--- src/rtl/iob_diff_sched_pkg.sv ---
// ----------------------------------------------------------------------------
// iob_diff_sched_pkg
//   Shared defaults and index helpers for the time-multiplexed differencer.
//   DEF_DATA_W / DEF_N_CH / DEF_RST_VAL are the parameter defaults of the top.
//   wrap_inc / wrap_add do modulo-N index arithmetic for non-power-of-two N.
// ----------------------------------------------------------------------------
package iob_diff_sched_pkg;

    localparam int unsigned DEF_DATA_W  = 32;
    localparam int unsigned DEF_N_CH    = 4;
    localparam int unsigned DEF_RST_VAL = 0;

    // (idx + 1) mod n, valid for idx < n
    function automatic int unsigned wrap_inc(input int unsigned idx, input int unsigned n);
        return (idx + 1 >= n) ? 32'd0 : idx + 1;
    endfunction

    // (base + off) mod n, valid for base < n and off < n
    function automatic int unsigned wrap_add(input int unsigned base, input int unsigned off,
                                             input int unsigned n);
        int unsigned s;
        s = base + off;
        return (s >= n) ? s - n : s;
    endfunction

endpackage

--- src/rtl/iob_diff_sched_rr.sv ---
// ----------------------------------------------------------------------------
// iob_diff_sched_rr
//   Round-robin arbiter. Grants the first requester at or after the pointer,
//   wrapping modulo N_CH; the pointer moves to one past the granted channel.
//   Ports:
//     clk      clock
//     cke      clock enable; pointer holds when 0
//     rst      synchronous active-high reset, pointer -> 0
//     req      per-channel requests (already qualified by the caller)
//     gnt      one-hot grant (combinational from req)
//     gnt_idx  binary index of the granted channel
//     gnt_any  a grant is issued this cycle; also the pointer advance enable
// ----------------------------------------------------------------------------
module iob_diff_sched_rr
    import iob_diff_sched_pkg::*;
#(
    parameter int unsigned N_CH = DEF_N_CH,
    parameter int unsigned CH_W = $clog2(N_CH)
) (
    input  logic            clk,
    input  logic            cke,
    input  logic            rst,
    input  logic [N_CH-1:0] req,
    output logic [N_CH-1:0] gnt,
    output logic [CH_W-1:0] gnt_idx,
    output logic            gnt_any
);

    logic [CH_W-1:0] ptr_q;
    logic [CH_W-1:0] scan_idx;

    // Scan from the pointer; the first hit wins.
    always_comb begin
        gnt      = '0;
        gnt_idx  = '0;
        gnt_any  = 1'b0;
        scan_idx = '0;
        for (int unsigned i = 0; i < N_CH; i++) begin
            scan_idx = CH_W'(wrap_add(int'(ptr_q), i, N_CH));
            if (!gnt_any && req[scan_idx]) begin
                gnt[scan_idx] = 1'b1;
                gnt_idx       = scan_idx;
                gnt_any       = 1'b1;
            end
        end
    end

    always_ff @(posedge clk) begin
        if (cke) begin
            if (rst) begin
                ptr_q <= '0;
            end else if (gnt_any) begin
                ptr_q <= CH_W'(wrap_inc(int'(gnt_idx), N_CH));
            end
        end
    end

endmodule

--- src/rtl/iob_diff_sched.sv ---
// ----------------------------------------------------------------------------
// iob_diff_sched
//   One differencing datapath (out = sample - previous sample of the same
//   channel) shared by N_CH valid/ready requesters through a round-robin
//   scheduler. Per-channel history lives in a register bank; results leave
//   through a single registered output stage with backpressure.
//
//   Build option: define IOB_DIFF_SCHED_SAT_EN for a signed saturating
//   difference; otherwise the difference wraps modulo 2^DATA_W.
//
//   Ports:
//     clk_i        clock
//     cke_i        clock enable; all state holds and no grants when 0
//     rst_i        synchronous reset, active-high
//     req_valid_i  per-channel sample valid
//     req_data_i   samples, channel k at [k*DATA_W +: DATA_W]
//     req_ready_o  one-hot grant; sample accepted when valid & ready
//     clr_i        per-channel history clear (clear, then any same-cycle update)
//     out_valid_o  result valid
//     out_ready_i  consumer ready
//     out_ch_o     channel index of the result
//     out_data_o   difference
// ----------------------------------------------------------------------------
module iob_diff_sched
    import iob_diff_sched_pkg::*;
#(
    parameter int unsigned         DATA_W  = DEF_DATA_W,
    parameter int unsigned         N_CH    = DEF_N_CH,
    parameter logic [DATA_W-1:0]   RST_VAL = DATA_W'(DEF_RST_VAL)
) (
    input  logic                      clk_i,
    input  logic                      cke_i,
    input  logic                      rst_i,
    input  logic [N_CH-1:0]           req_valid_i,
    input  logic [N_CH*DATA_W-1:0]    req_data_i,
    output logic [N_CH-1:0]           req_ready_o,
    input  logic [N_CH-1:0]           clr_i,
    output logic                      out_valid_o,
    input  logic                      out_ready_i,
    output logic [$clog2(N_CH)-1:0]   out_ch_o,
    output logic [DATA_W-1:0]         out_data_o
);

    localparam int unsigned CH_W = $clog2(N_CH);

    logic              stage_free;
    logic              grant_en;
    logic [N_CH-1:0]   req_masked;
    logic [N_CH-1:0]   gnt;
    logic [CH_W-1:0]   gnt_idx;
    logic              gnt_any;

    logic [DATA_W-1:0] hist_q [N_CH];
    logic [DATA_W-1:0] sel_data;
    logic [DATA_W-1:0] sel_prev;
    logic [DATA_W-1:0] diff;

    logic              out_valid_q;
    logic [CH_W-1:0]   out_ch_q;
    logic [DATA_W-1:0] out_data_q;

    // ------------------------------------------------------------------
    // Scheduling: grants only when the output stage can take a result,
    // and never during reset or while the clock enable is low.
    // ------------------------------------------------------------------
    assign stage_free = ~out_valid_q | out_ready_i;
    assign grant_en   = cke_i & ~rst_i & stage_free;
    assign req_masked = req_valid_i & {N_CH{grant_en}};

    iob_diff_sched_rr #(
        .N_CH (N_CH),
        .CH_W (CH_W)
    ) u_rr (
        .clk     (clk_i),
        .cke     (cke_i),
        .rst     (rst_i),
        .req     (req_masked),
        .gnt     (gnt),
        .gnt_idx (gnt_idx),
        .gnt_any (gnt_any)
    );

    assign req_ready_o = gnt;

    // ------------------------------------------------------------------
    // Operand select. A same-cycle clear makes the granted channel see
    // RST_VAL as its previous sample.
    // ------------------------------------------------------------------
    always_comb begin
        sel_data = '0;
        sel_prev = RST_VAL;
        for (int k = 0; k < N_CH; k++) begin
            if (gnt[k]) begin
                sel_data = req_data_i[k*DATA_W +: DATA_W];
                sel_prev = clr_i[k] ? RST_VAL : hist_q[k];
            end
        end
    end

    // ------------------------------------------------------------------
    // Difference
    // ------------------------------------------------------------------
`ifdef IOB_DIFF_SCHED_SAT_EN
    localparam logic [DATA_W-1:0] SAT_MAX = {1'b0, {(DATA_W-1){1'b1}}};
    localparam logic [DATA_W-1:0] SAT_MIN = {1'b1, {(DATA_W-1){1'b0}}};

    logic [DATA_W:0] diff_ext;

    // One guard bit: the top two bits disagree exactly on signed overflow.
    always_comb begin
        diff_ext = {sel_data[DATA_W-1], sel_data} - {sel_prev[DATA_W-1], sel_prev};
        case (diff_ext[DATA_W -: 2])
            2'b01:   diff = SAT_MAX;
            2'b10:   diff = SAT_MIN;
            default: diff = diff_ext[DATA_W-1:0];
        endcase
    end
`else
    assign diff = sel_data - sel_prev;
`endif

    // ------------------------------------------------------------------
    // History bank: reset > accept > clear. Accept wins over clear because
    // the clear has already been applied to the operand above.
    // ------------------------------------------------------------------
    always_ff @(posedge clk_i) begin
        if (cke_i) begin
            for (int k = 0; k < N_CH; k++) begin
                if (rst_i) begin
                    hist_q[k] <= RST_VAL;
                end else if (gnt[k]) begin
                    hist_q[k] <= req_data_i[k*DATA_W +: DATA_W];
                end else if (clr_i[k]) begin
                    hist_q[k] <= RST_VAL;
                end
            end
        end
    end

    // ------------------------------------------------------------------
    // Output stage. A new accept reloads it even while draining, giving
    // one result per cycle; otherwise a drain just drops valid.
    // ------------------------------------------------------------------
    always_ff @(posedge clk_i) begin
        if (cke_i) begin
            if (rst_i) begin
                out_valid_q <= 1'b0;
                out_ch_q    <= '0;
                out_data_q  <= '0;
            end else if (gnt_any) begin
                out_valid_q <= 1'b1;
                out_ch_q    <= gnt_idx;
                out_data_q  <= diff;
            end else if (out_ready_i) begin
                out_valid_q <= 1'b0;
            end
        end
    end

    assign out_valid_o = out_valid_q;
    assign out_ch_o    = out_ch_q;
    assign out_data_o  = out_data_q;

endmodule

--- config.mk ---
export PLATFORM = sky130hd
export DESIGN_NAME = iob_diff_sched
export DESIGN_NICKNAME = d
export VERILOG_FILES = /design/src/rtl/iob_diff_sched_pkg.sv /design/src/rtl/iob_diff_sched_rr.sv /design/src/rtl/iob_diff_sched.sv
export SDC_FILE = /design/constraint.sdc
export NUM_CORES = 1
export LEC_CHECK = 0
export CAP_MARGIN = 0
export CORE_MARGIN = 3
export CORE_UTILIZATION = 54
export DETAILED_ROUTE_END_ITERATION = 8
export PLACE_DENSITY = 0.81
export SYNTH_ARGS = -nofsm -noshare
export SYNTH_HDL_FRONTEND = slang
export SYNTH_SLANG_ARGS = --single-unit
--- constraint.sdc ---
create_clock -name clk_i -period 7.1 [get_ports clk_i]
set_clock_uncertainty 0.05 [all_clocks]
set_input_delay 0.71 -clock clk_i [delete_from_list [all_inputs] [get_ports clk_i]]
set_output_delay 0.71 -clock clk_i [all_outputs]
set_load 0.05 [all_outputs]
# Word level (Yosys, flattened, before mapping)
# Memories as Yosys holds them, arrays and structs flattened.
# Index checks and enable logic that the tools add are counted.
[word_totals] reg_bits=37 latchBits=0 mem_bits_rw=128 mem_bits_ro=0 in_bits=140 out_inout_bits=39 word_cells=155 mem_count=1
[memory_table] name="hist_q" depth=4 word_bits=32 rd=4 rd_clocked_by_memory_dff=0 write_ports=4 line="iob_diff_sched.sv:53" text="logic [DATA_W-1:0] hist_q [N_CH];"
[classes] add_sub_neg=9 multipliers=0 div=0 n_lt_le_gt_ge=13 eq_ne=0 shift=0 mux=97 bitwise=17 n_reduce_logical=14
[op_table] cell="two-way mux 32 bit" count=21
[op_table] cell="two-way mux 1 bit" count=53
[op_table] cell="subtractor 32 bit" count=1
[op_table] cell="two-way mux 2 bit" count=11
[op_table] cell="two-way mux 4 bit" count=4
[op_table] cell="greater-or-equal comparator 3 bit, second input constant" count=4
[op_table] cell="< comparator 2 x 3 -> 1 bit, second input constant" count=4
[op_table] cell="OR 4 bit" count=3
[op_table] cell="OR 1 bit" count=9
[op_table] cell="binary-select mux 1 bit (select 2 bit)" count=4
[op_table] cell="demux 1 bit (select 2 bit)" count=4
[op_table] cell="greater-or-equal comparator 2 x 1 -> 1 bit, second input constant" count=4
[op_table] cell="subtractor 2 x 1 -> 2 bit, second input constant" count=4
[op_table] cell="logical AND 1 bit" count=7
[op_table] cell="adder 2 x 1 -> 3 bit, second input constant" count=2
[op_table] cell="adder 2 x 2 -> 3 bit, second input constant" count=2
[op_table] cell="bitwise AND 4 bit" count=1
[op_table] cell="AND reduction 2 bit" count=2
[op_table] cell="greater-or-equal comparator 2 x 3 -> 1 bit, second input constant" count=1
[op_table] cell="zero test 1 bit" count=3
[op_table] cell="nonzero test 3 bit" count=1
[op_table] cell="bitwise AND 1 bit" count=2
[op_table] cell="NOT 1 bit" count=2
[op_table] cell="nonzero test 2 bit" count=1

# Depth between registers and ports, before layout
# Gate-level depths: netlist (run 1).
[logic_depth] word_depth=22 ltp_mapped=24

# Cells and area by module
# From an unflattened synthesis (run 1), not the netlist that was laid out.
[hier_totals] hier_cells=1062 hier_area_um2=10292.4
[modules_own_cells] mod="iob_diff_sched" n_inst=1 cells_per_inst=977 area_per_inst_um2=9621.7 seq_area_each_um2=4894.7
[modules_own_cells] mod="iob_diff_sched_rr" n_inst=1 cells_per_inst=85 area_per_inst_um2=670.6 seq_area_each_um2=60.1

# Least setup slack after synthesis (run 1)
# Ideal clock, no wire load.
[synth_path] path_kind="reg-to-reg" startpoint="register u_rr.ptr_q[0]" endpoint="register out_data_q[12] (netlist: out_data_o[12]) (data pin)" setup_ns=0.135 t_arrival_ns=5.321 setup_slack_ns=1.595 path_stages_with_launch=22 path_buffers=1 cell_sequence="edfxtp_1 > inv_2 > ha_1 > mux2_2 > or4_4 > nand2_1 > a32o_1 > a221o_2 > clkbuf_1 > a31oi_1 > a21oi_1 > nor2_1 > ha_1 > fa_1 > nand2b_1 > a21oi_1 > nor3_1 > o21ai_0 > a21bo_2 > a21oi_1 > or4b_2 > nand3_1"
[synth_between] elab_chain_cells=20
[synth_rtl] item="start: declaration" line="iob_diff_sched_rr.sv:29" text="logic [CH_W-1:0] ptr_q;"
[synth_rtl] item="start signal: assignment" line="iob_diff_sched_rr.sv:53" text="ptr_q <= CH_W'(wrap_inc(int'(gnt_idx), N_CH));"
[synth_rtl] item="branches (longest 13 deep; another with adder 2 x 1 -> 3 bit)"
[synth_rtl] item="two-way mux 4 bit (*)" line="iob_diff_sched_rr.sv:40" text="if (!gnt_any && req[scan_idx]) begin"
[synth_rtl] item="named net req_ready_o[0]" line="iob_diff_sched.sv:36" text="output logic [N_CH-1:0] req_ready_o,"
[synth_rtl] item="two-way mux 32 bit (4 in series)" line="iob_diff_sched.sv:93" text="if (gnt[k]) begin"
[synth_rtl] item="subtractor 32 bit (*)" line="iob_diff_sched.sv:119" text="assign diff = sel_data - sel_prev;"
[synth_rtl] item="two-way mux 32 bit (*)" line="iob_diff_sched.sv:150" text="end else if (gnt_any) begin"
[synth_rtl] item="end signal: assignment" line="iob_diff_sched.sv:153" text="out_data_q <= diff;"
[synth_rtl] item="end: declaration" line="iob_diff_sched.sv:60" text="logic [DATA_W-1:0] out_data_q;"
# Mark *: on every way through the listed nets, which the timed path passes. The select of a mux whose other input is x is not followed.
# A chain may end at the register's enable or synchronous reset.

# Final worst setup path (run 1)
[layout_path] startpoint="register u_rr.ptr_q[1]" endpoint="register out_data_q[28] (netlist: out_data_o[28]) (data pin)"
[layout_between] elab_chain_cells=20
[layout_rtl] item="branches (longest 13 deep; another with adder 2 x 1 -> 3 bit)"
[layout_rtl] item="two-way mux 4 bit (*)" line="iob_diff_sched_rr.sv:40"
[layout_rtl] item="two-way mux 32 bit (4 in series)" line="iob_diff_sched.sv:93"
[layout_rtl] item="subtractor 32 bit (*)" line="iob_diff_sched.sv:119"
[layout_rtl] item="two-way mux 32 bit (*)" line="iob_diff_sched.sv:150"
# Mark *: on every way between the ends. The select of a mux whose other input is x is not followed.

==> flow_summary.ini, run 1 <==
[logic_synthesis]
yosys.area_share.simple = 0.165
ys_seq_area_frac = 0.481
synth_flop_cell = edfxtp_1
synthAdderAreaFrac = 0.0505
synth_top_family_by_area = compound AO/OA/AOI/OAI gates
ys_top_cells_by_area = edfxtp_1 (48%), and2_1 (6.2%), ha_1 (4.9%)
yosysTopAreaCellShare = 0.481
synthMuxAreaShare = 0.0149
synth_compound_area_frac = 0.226
synth_xor_area_frac = 0.0221
ys_ff_latch = 165
syn_area_um2 = 10300
async_flop_share = 0
synth.net_count = 1110
yosys.area.top_type = edfxtp_1
avgSynthCellArea_um2 = 11.1
synth_warnings = 0
synth_cell_types = 63
synth_enable_flop_cells = 165
netlist_instances = 929

[floorplan]
dieWidth_um = 144
pin_count = 179
coreArea_um2 = 18300
placementRows = 49
start_util = 0.562
die_h_um = 144
dieArea_um2 = 20800

[grt]
grt_max_degree = 65
grt_overflow = 0
grt_pass1_wl_um = 46200
grt_pass1_vias = 8104
antenna_found_initial = 0
track_usage = 0.294

[final_layout]
final_common_cell = clkdlybuf4s50_1
diodes = 0
final_cell_mix = clkdlybuf4s50_1 (178), edfxtp_1 (165), and2_1 (102), a21oi_1 (63)
area_growth_pct = 25.0
fin_nets = 1268
layout-drive-gt1-share = 0.0955

[pwr]
leakage_nw = 4.78
p_per_area_nw_per_um2 = 246
peakVddDrop_mv = 0.216

[timing]
finalSetupTns_ps = 0
fin_crit_sh = 0.891
max_slew_margin = 0.351
rsz0062_at_grt = no
worst_pin_slew_ps = 974
slew_violations = 0
setup_viol = 0
final_hold_viol_count = 0
fin_crit_ps = 6330
fmax_mhz = 158
whs_ps = 824
finalWorstSetupSlack_ps = 771

[place]
place_congestion = 0.902
pre_cts_slack_ps = 770
io_buffer_count = 178
dp_hpwl_um = 21000

[clocking]
clock_latency_ps = 450
cts.htree.levels = 4
cts_tree = built
cts_resized = 0
clock_sinks = 165
cts_hold_buffers = 0
clock-root-buffer = clkbuf_16
cts_setup_buffers = 0
clk_pin_slew_worst_paths_ps = 70
cts_buffers = 17
clockBufferDepth = 2

[setup_path]
crit_path_end_kind = flip-flop
crit_arrival_ps = 6460
worstSetupPathType = flip-flop to flip-flop
r2r_slack_ps = 770
cp.required_ps = 7230
regToRegStartpoint = u_rr.ptr_q[1]$_SDFFCE_PP0P_
startpoint_type = flip-flop
r2r-end = out_data_o[28]$_SDFFCE_PP0P_
critPathMaxFanout = 33
r2r_cells = 20

[route]
num_vias = 8404
wl_per_cell_um = 22.9
dr.first_iter.drc_count = 964
viasPerCell = 6.32
drt_pass1_iterations = 6
wl_um = 30400
antenna_left = 0
drc = 0

[worst_hold_path]
min_path_cells = 3
hold_end = out_ch_o[0]$_SDFFCE_PP0P_
hp-start = u_rr.ptr_q[0]$_SDFFCE_PP0P_
min_path_type = flip-flop to flip-flop

[job]
drv_cap = 0

[outcome]
run_status = completed
==> worst max-delay path, cell delays in order, from the launching register on <==
cell and delay (ps):
edfxtp_1 510, inv_1 180, ha_1 570, mux2_2 410, or4_4 430, a21oi_2 310, a222oi_1 180, and2_1 180
inv_2 430, buf_4 350, nand3b_1 110, o31a_1 120, ha_1 380, a21oi_1 170, o21bai_1 80, a221oi_1 490
o221ai_1 370, a211o_1 350, a21oi_1 170, xor2_1 160, nor2_1 50
==> power breakdown <==
group	switching [mW]	total, mW	internal (mW)
logic	0.601	1.01	0.412
registers	0.0290	1.20	1.17
clock network	0.452	0.959	0.508
==> metal layers <==
layer  part of all wire  vias up  GRT usage  wire [µm]
met4              0.024        0     0.0981        730
met2               0.48      455      0.465      14500
met1               0.42     4012      0.416      12800
met3              0.079       62     0.0473       2390
met5                  0        -          0          0
li1                   -     3875          -          -
==> worst max path at each step <==
stage                     slack, ps                           end                   startpoint
after floorplan                1590  out_data_o[12]$_SDFFCE_PP0P_  u_rr.ptr_q[0]$_SDFFCE_PP0P_
after global placement          800  out_data_o[12]$_SDFFCE_PP0P_               req_valid_i[3]
after detailed placement        770  out_data_o[12]$_SDFFCE_PP0P_               req_valid_i[3]
after CTS                       830  out_data_o[12]$_SDFFCE_PP0P_  u_rr.ptr_q[1]$_SDFFCE_PP0P_
after global routing            410  out_data_o[28]$_SDFFCE_PP0P_  u_rr.ptr_q[1]$_SDFFCE_PP0P_
final                           770  out_data_o[28]$_SDFFCE_PP0P_  u_rr.ptr_q[1]$_SDFFCE_PP0P_
==> cell usage after synthesis (all sizes together), types with 4 or more instances <==
master    n
xor2     10
and2    102
and3      9
nand2    27
o21bai   31
nor3      8
edfxtp  165
clkbuf   34
xnor2    16
nand4     5
a31oi     9
a21oi    65
nand3b   31
o21a      5
a211oi   31
nand3     9
o31a     34
a211o     5
nor2b    36
o311ai    4
ha       40
inv      20
a221oi   34
a21o     21
mux2      5
o31ai     5
nand2b   10
nor2     47
buf      30
o21ai    46
==> stage by stage <==
| stage | power, mW | instances | util | instance area [µm²] |
|---|---|---|---|---|
| global route | 3.30 | 1329 | 0.702 | 12900 |
| floorplan | 1.88 | 929 | - | 10300 |
| finish | 3.17 | 1329 | 0.702 | 12900 |
| detailed placement | 2.21 | 1297 | 0.669 | 12300 |
| CTS | 3.16 | 1329 | 0.702 | 12900 |
| global placement | 2.20 | 1297 | 0.669 | 12300 |
==> state kept, by name, indices dropped and copies added (netlist names) <==
| signal | count |
|---|---|
| hist_q | 128 |
| out_ch_o | 2 |
| out_data_o | 32 |
| out_valid_o | 1 |
| u_rr.ptr_q | 2 |
==> area by class of cell <==
class                      count  area [µm²]
clock inverter                15         183
clock buffer                  17         425
sequential                   165        4950
timing repair buffer         203        1990
inverter                      20        76.3
tap                          229         287
fill                        1355        5460
multi-input combinational    680        4950
==> logic make-up (layout without fill, tap and decap cells) <==
logic type | Yosys count | after routing
multiplexers | 11 | 11
flip-flops | 165 | 165
adder cells (fa/ha/maj) | 41 | 41
AND/OR/NAND/NOR | 293 | 293
XOR/XNOR | 26 | 26
AO/OA/AOI/OAI | 309 | 309
buffers and inverters | 84 | 255
No activity file was read; power rests on OpenSTA's default activity.
==> inputs of run 2 (changes only) <==
CORE_MARGIN = default   (was 3)
CTS_CLUSTER_SIZE = 28   (was default)
==> flow_summary.ini, run 2 (synthesis gave the netlist of run 1 again) <==
[final_layout]
area_growth_pct = 24.6
fin_nets = 1268
top_register = hist_q
final_cell_mix = clkdlybuf4s50_1 (178), edfxtp_1 (165), and2_1 (102), a21oi_1 (63)
final_common_cell = clkdlybuf4s50_1
stdcell_count = 1334
diodes = 0
layout-drive-gt1-share = 0.0936
multi_input_area_um2 = 4950
fill_cells = 1394
largest_reg_flops = 128
ff_latch_area_um2 = 4950

[grt]
grt_pass1_vias = 8141
grt_overflow = 0
antenna_found_initial = 0
grt_max_degree = 70
track_usage = 0.309
grt_pass1_wl_um = 45800

[clocking]
clockBufferDepth = 2
cts_tree = built
clock-root-buffer = clkbuf_16
clk_pin_slew_worst_paths_ps = 70
cts_hold_buffers = 0
cts_buffers = 17
cts.htree.levels = 4
clock_sinks = 165
cts_resized = 0
clock_latency_ps = 440
cts_setup_buffers = 0

[timing]
rsz0062_at_grt = no
fin_crit_ps = 6110
finalSetupTns_ps = 0
worst_pin_slew_ps = 1280
slew_violations = 0
setup_viol = 0
fmax_mhz = 164
fin_crit_sh = 0.861
final_hold_viol_count = 0
max_slew_margin = 0.149

[setup_path]
startpoint_type = flip-flop
worstSetupPathType = flip-flop to flip-flop
critPathMaxFanout = 41
crit_arrival_ps = 6230
crit_path_end_kind = flip-flop
cp.required_ps = 7220
r2r_slack_ps = 990

[floorplan]
dieArea_um2 = 19600
placementRows = 50
coreArea_um2 = 18700
pin_count = 179
dieWidth_um = 140
die_h_um = 140
start_util = 0.551

[place]
place_inst = 1302
dp_hpwl_um = 20500
place_congestion = 0.902
io_buffer_count = 178

[route]
drc = 0
viasPerCell = 6.26
wl_um = 29600
dr.first_iter.drc_count = 745
wl_per_cell_um = 22.2
antenna_left = 0
drt_pass1_iterations = 5
num_vias = 8357

[pwr]
p_total_mw = 3.11
leakage_nw = 4.75
p_per_area_nw_per_um2 = 243
peakVddDrop_mv = 0.205

[outcome]
run_status = completed

[worst_hold_path]
min_path_type = flip-flop to flip-flop

[job]
drv_cap = 0
==> run 2: per-stage QoR <==
stage	area (µm²)	hold slack, ps	util	setup WS [ps]
after floorplan	10300	688	-	1590
after global placement	12300	746	0.656	1050
after detailed placement	12300	741	0.656	926
after CTS	12800	762	0.686	1040
after global routing	12800	810	0.686	553
final	12800	762	0.686	988
==> run 2: area by class of cell <==
class	instances	share of cell area
flip-flops and latches	165	0.386
multi-input cells	680	0.386
repair buffers	203	0.155
clock buffers	17	0.0331
well taps	234	0.0228
clock inverters	15	0.0109
inverters	20	0.00595
==> run 2: critical path, stage by stage, from the launching register on <==
cell	delay, ps
edfxtp_1	320
buf_4	170
inv_1	140
ha_1	550
mux2_2	410
or4_4	440
a21oi_2	330
a222oi_1	190
and2_1	190
inv_2	60
buf_4	350
and2_1	220
o21bai_1	150
ha_1	300
a21o_1	250
a211o_1	300
o211ai_1	300
nand3_1	240
a221o_1	430
a21oi_1	200
xor2_1	180
nor2_1	60
==> run 2: per-layer routing <==
layer	track usage	vias up	part of all wire
met3	0.0431	56	0.069
met4	0.113	0	0.026
li1	-	3857	-
met2	0.516	428	0.49
met1	0.411	4016	0.41
met5	0	-	0
==> run 2: report_power, final <==
group | internal, mW | leakage [nW] | switching [mW]
registers | 1.17 | 1.63 | 0.0255
clock network | 0.465 | 0.269 | 0.436
logic | 0.413 | 2.85 | 0.604
==> run 2: path summary, 6_finish.rpt <==
path | from | endpoint | depth (start not counted)
worst min-delay path | u_rr.ptr_q[1]$_SDFFCE_PP0P_ | out_ch_o[1]$_SDFFCE_PP0P_ | 3
worst max-delay path | u_rr.ptr_q[1]$_SDFFCE_PP0P_ | out_data_o[25]$_SDFFCE_PP0P_ | 21
worst min register to register | u_rr.ptr_q[1]$_SDFFCE_PP0P_ | out_ch_o[1]$_SDFFCE_PP0P_ | 3
worst max register to register | u_rr.ptr_q[1]$_SDFFCE_PP0P_ | out_data_o[25]$_SDFFCE_PP0P_ | 21
==> inputs of run 3 (changes only) <==
clock period = 6.5 ns   (was 7.1 ns; I/O delays follow)
==> flow_summary.ini, run 3 (synthesis gave the netlist of run 1 again) <==
[floorplan]
start_util = 0.551
placementRows = 50
dieWidth_um = 140
die_h_um = 140
pin_count = 179
dieArea_um2 = 19600
coreArea_um2 = 18700

[grt]
grt_pass1_wl_um = 45600
track_usage = 0.305
antenna_found_initial = 0
grt_max_degree = 65
grt_overflow = 0
grt_pass1_vias = 8279

[clocking]
cts_buffers = 17
cts_resized = 0
clock_latency_ps = 440
clock_sinks = 165
cts_hold_buffers = 0
clockBufferDepth = 2
cts.htree.levels = 4
cts_tree = built
clock-root-buffer = clkbuf_16
clk_pin_slew_worst_paths_ps = 70
cts_setup_buffers = 0

[timing]
final_hold_viol_count = 0
fin_crit_sh = 0.907
worst_pin_slew_ps = 764
setup_viol = 0
finalSetupTns_ps = 0
fmax_mhz = 170
max_slew_margin = 0.490
slew_violations = 0
rsz0062_at_grt = no
fin_crit_ps = 5890

[route]
viasPerCell = 6.25
drt_pass1_iterations = 5
antenna_left = 0
drc = 0
num_vias = 8328
wl_um = 28800
wl_per_cell_um = 21.6
dr.first_iter.drc_count = 823

[setup_path]
crit_arrival_ps = 6150
cp_slowest_cell = mux4_2
slowest_delay_ps = 620
cp.required_ps = 6760
r2r_slack_ps = 610
crit_path_end_kind = flip-flop
crit_chain = inv_1, ha_1, mux4_2, nand3_1, a21oi_2, a222oi_1, and2_1, buf_4, o21ai_0, a21oi_1, nor2_1, ha_1, fa_1, nand2b_1, a21oi_1, nor3_1, o21ai_0, a21bo_2, a21oi_1, or4b_2, nand3_1
cpMostUsedCell = a21oi_1
startpoint_type = flip-flop
worstSetupPathType = flip-flop to flip-flop
critPathMaxFanout = 32

[final_layout]
final_cell_mix = clkdlybuf4s50_1 (178), edfxtp_1 (165), and2_1 (102), a21oi_1 (63)
area_growth_pct = 25.2
top_register = hist_q
largest_reg_flops = 128
utilization = 0.689
diodes = 0
final_common_cell = clkdlybuf4s50_1
fin_nets = 1267
layout-drive-gt1-share = 0.0937

[place]
dp_hpwl_um = 20100
io_buffer_count = 178
place_congestion = 0.913

[worst_hold_path]
min_path_type = flip-flop to flip-flop

[job]
drv_cap = 0

[outcome]
run_status = completed

[pwr]
p_per_area_nw_per_um2 = 265
peakVddDrop_mv = 0.219
leakage_nw = 4.77
-- run 3: where the power goes --
part           internal [mW]  switching, mW
Sequential              1.28         0.0268
Clock                  0.545          0.462
Combinational          0.454          0.655
-- run 3: path summary, 6_finish.rpt --
path                               start                      endpoint  cells after the start
max          u_rr.ptr_q[1]$_SDFFCE_PP0P_  out_data_o[12]$_SDFFCE_PP0P_                     21
min           hist_q[3][0]$_SDFFCE_PP0P_   out_data_o[0]$_SDFFCE_PP0P_                      4
max reg2reg  u_rr.ptr_q[1]$_SDFFCE_PP0P_  out_data_o[12]$_SDFFCE_PP0P_                     21
min reg2reg   hist_q[3][0]$_SDFFCE_PP0P_   out_data_o[0]$_SDFFCE_PP0P_                      4
-- run 3: per-stage QoR --
stage | hold slack (ps) | power [mW] | setup slack [ps] | cell area, µm² | cells
floorplan | 688 | 2.06 | 995 | 10300 | 929
global placement | 747 | 2.41 | 515 | 12300 | 1301
detailed placement | 745 | 2.42 | 414 | 12300 | 1301
CTS | 758 | 3.41 | 639 | 12900 | 1333
global route | 808 | 3.56 | 185 | 12900 | 1333
finish | 753 | 3.42 | 607 | 12900 | 1333
-- run 3: layout make-up --
class	count	area, µm²
inverter	20	76.3
tap	234	293
clock inverter	15	158
clock buffer	17	425
multi-input combinational	680	4950
fill	1417	5810
timing repair buffer	202	2040
sequential	165	4950
-- run 3: per-layer routing --
metal  GRT usage  share of wire  wire [µm]  vias to the layer above
li1            -              -          -                     3863
met1       0.413           0.42      12200                     4049
met2       0.506           0.49      14200                      365
met3      0.0332          0.061       1770                       51
met4       0.114          0.023        675                        0
met5           0              0          0                        -
-- run 3: worst max-delay path, delay by kind of cell (launching register included) --
kind / cells / cell delay (ps)
AOI/OAI and AO/OA: 8 / 1650
adders and majority gates: 3 / 1200
buffers and inverters: 2 / 500
DFF: 1 / 350
muxes: 1 / 620
and+or+nand+nor: 7 / 1380
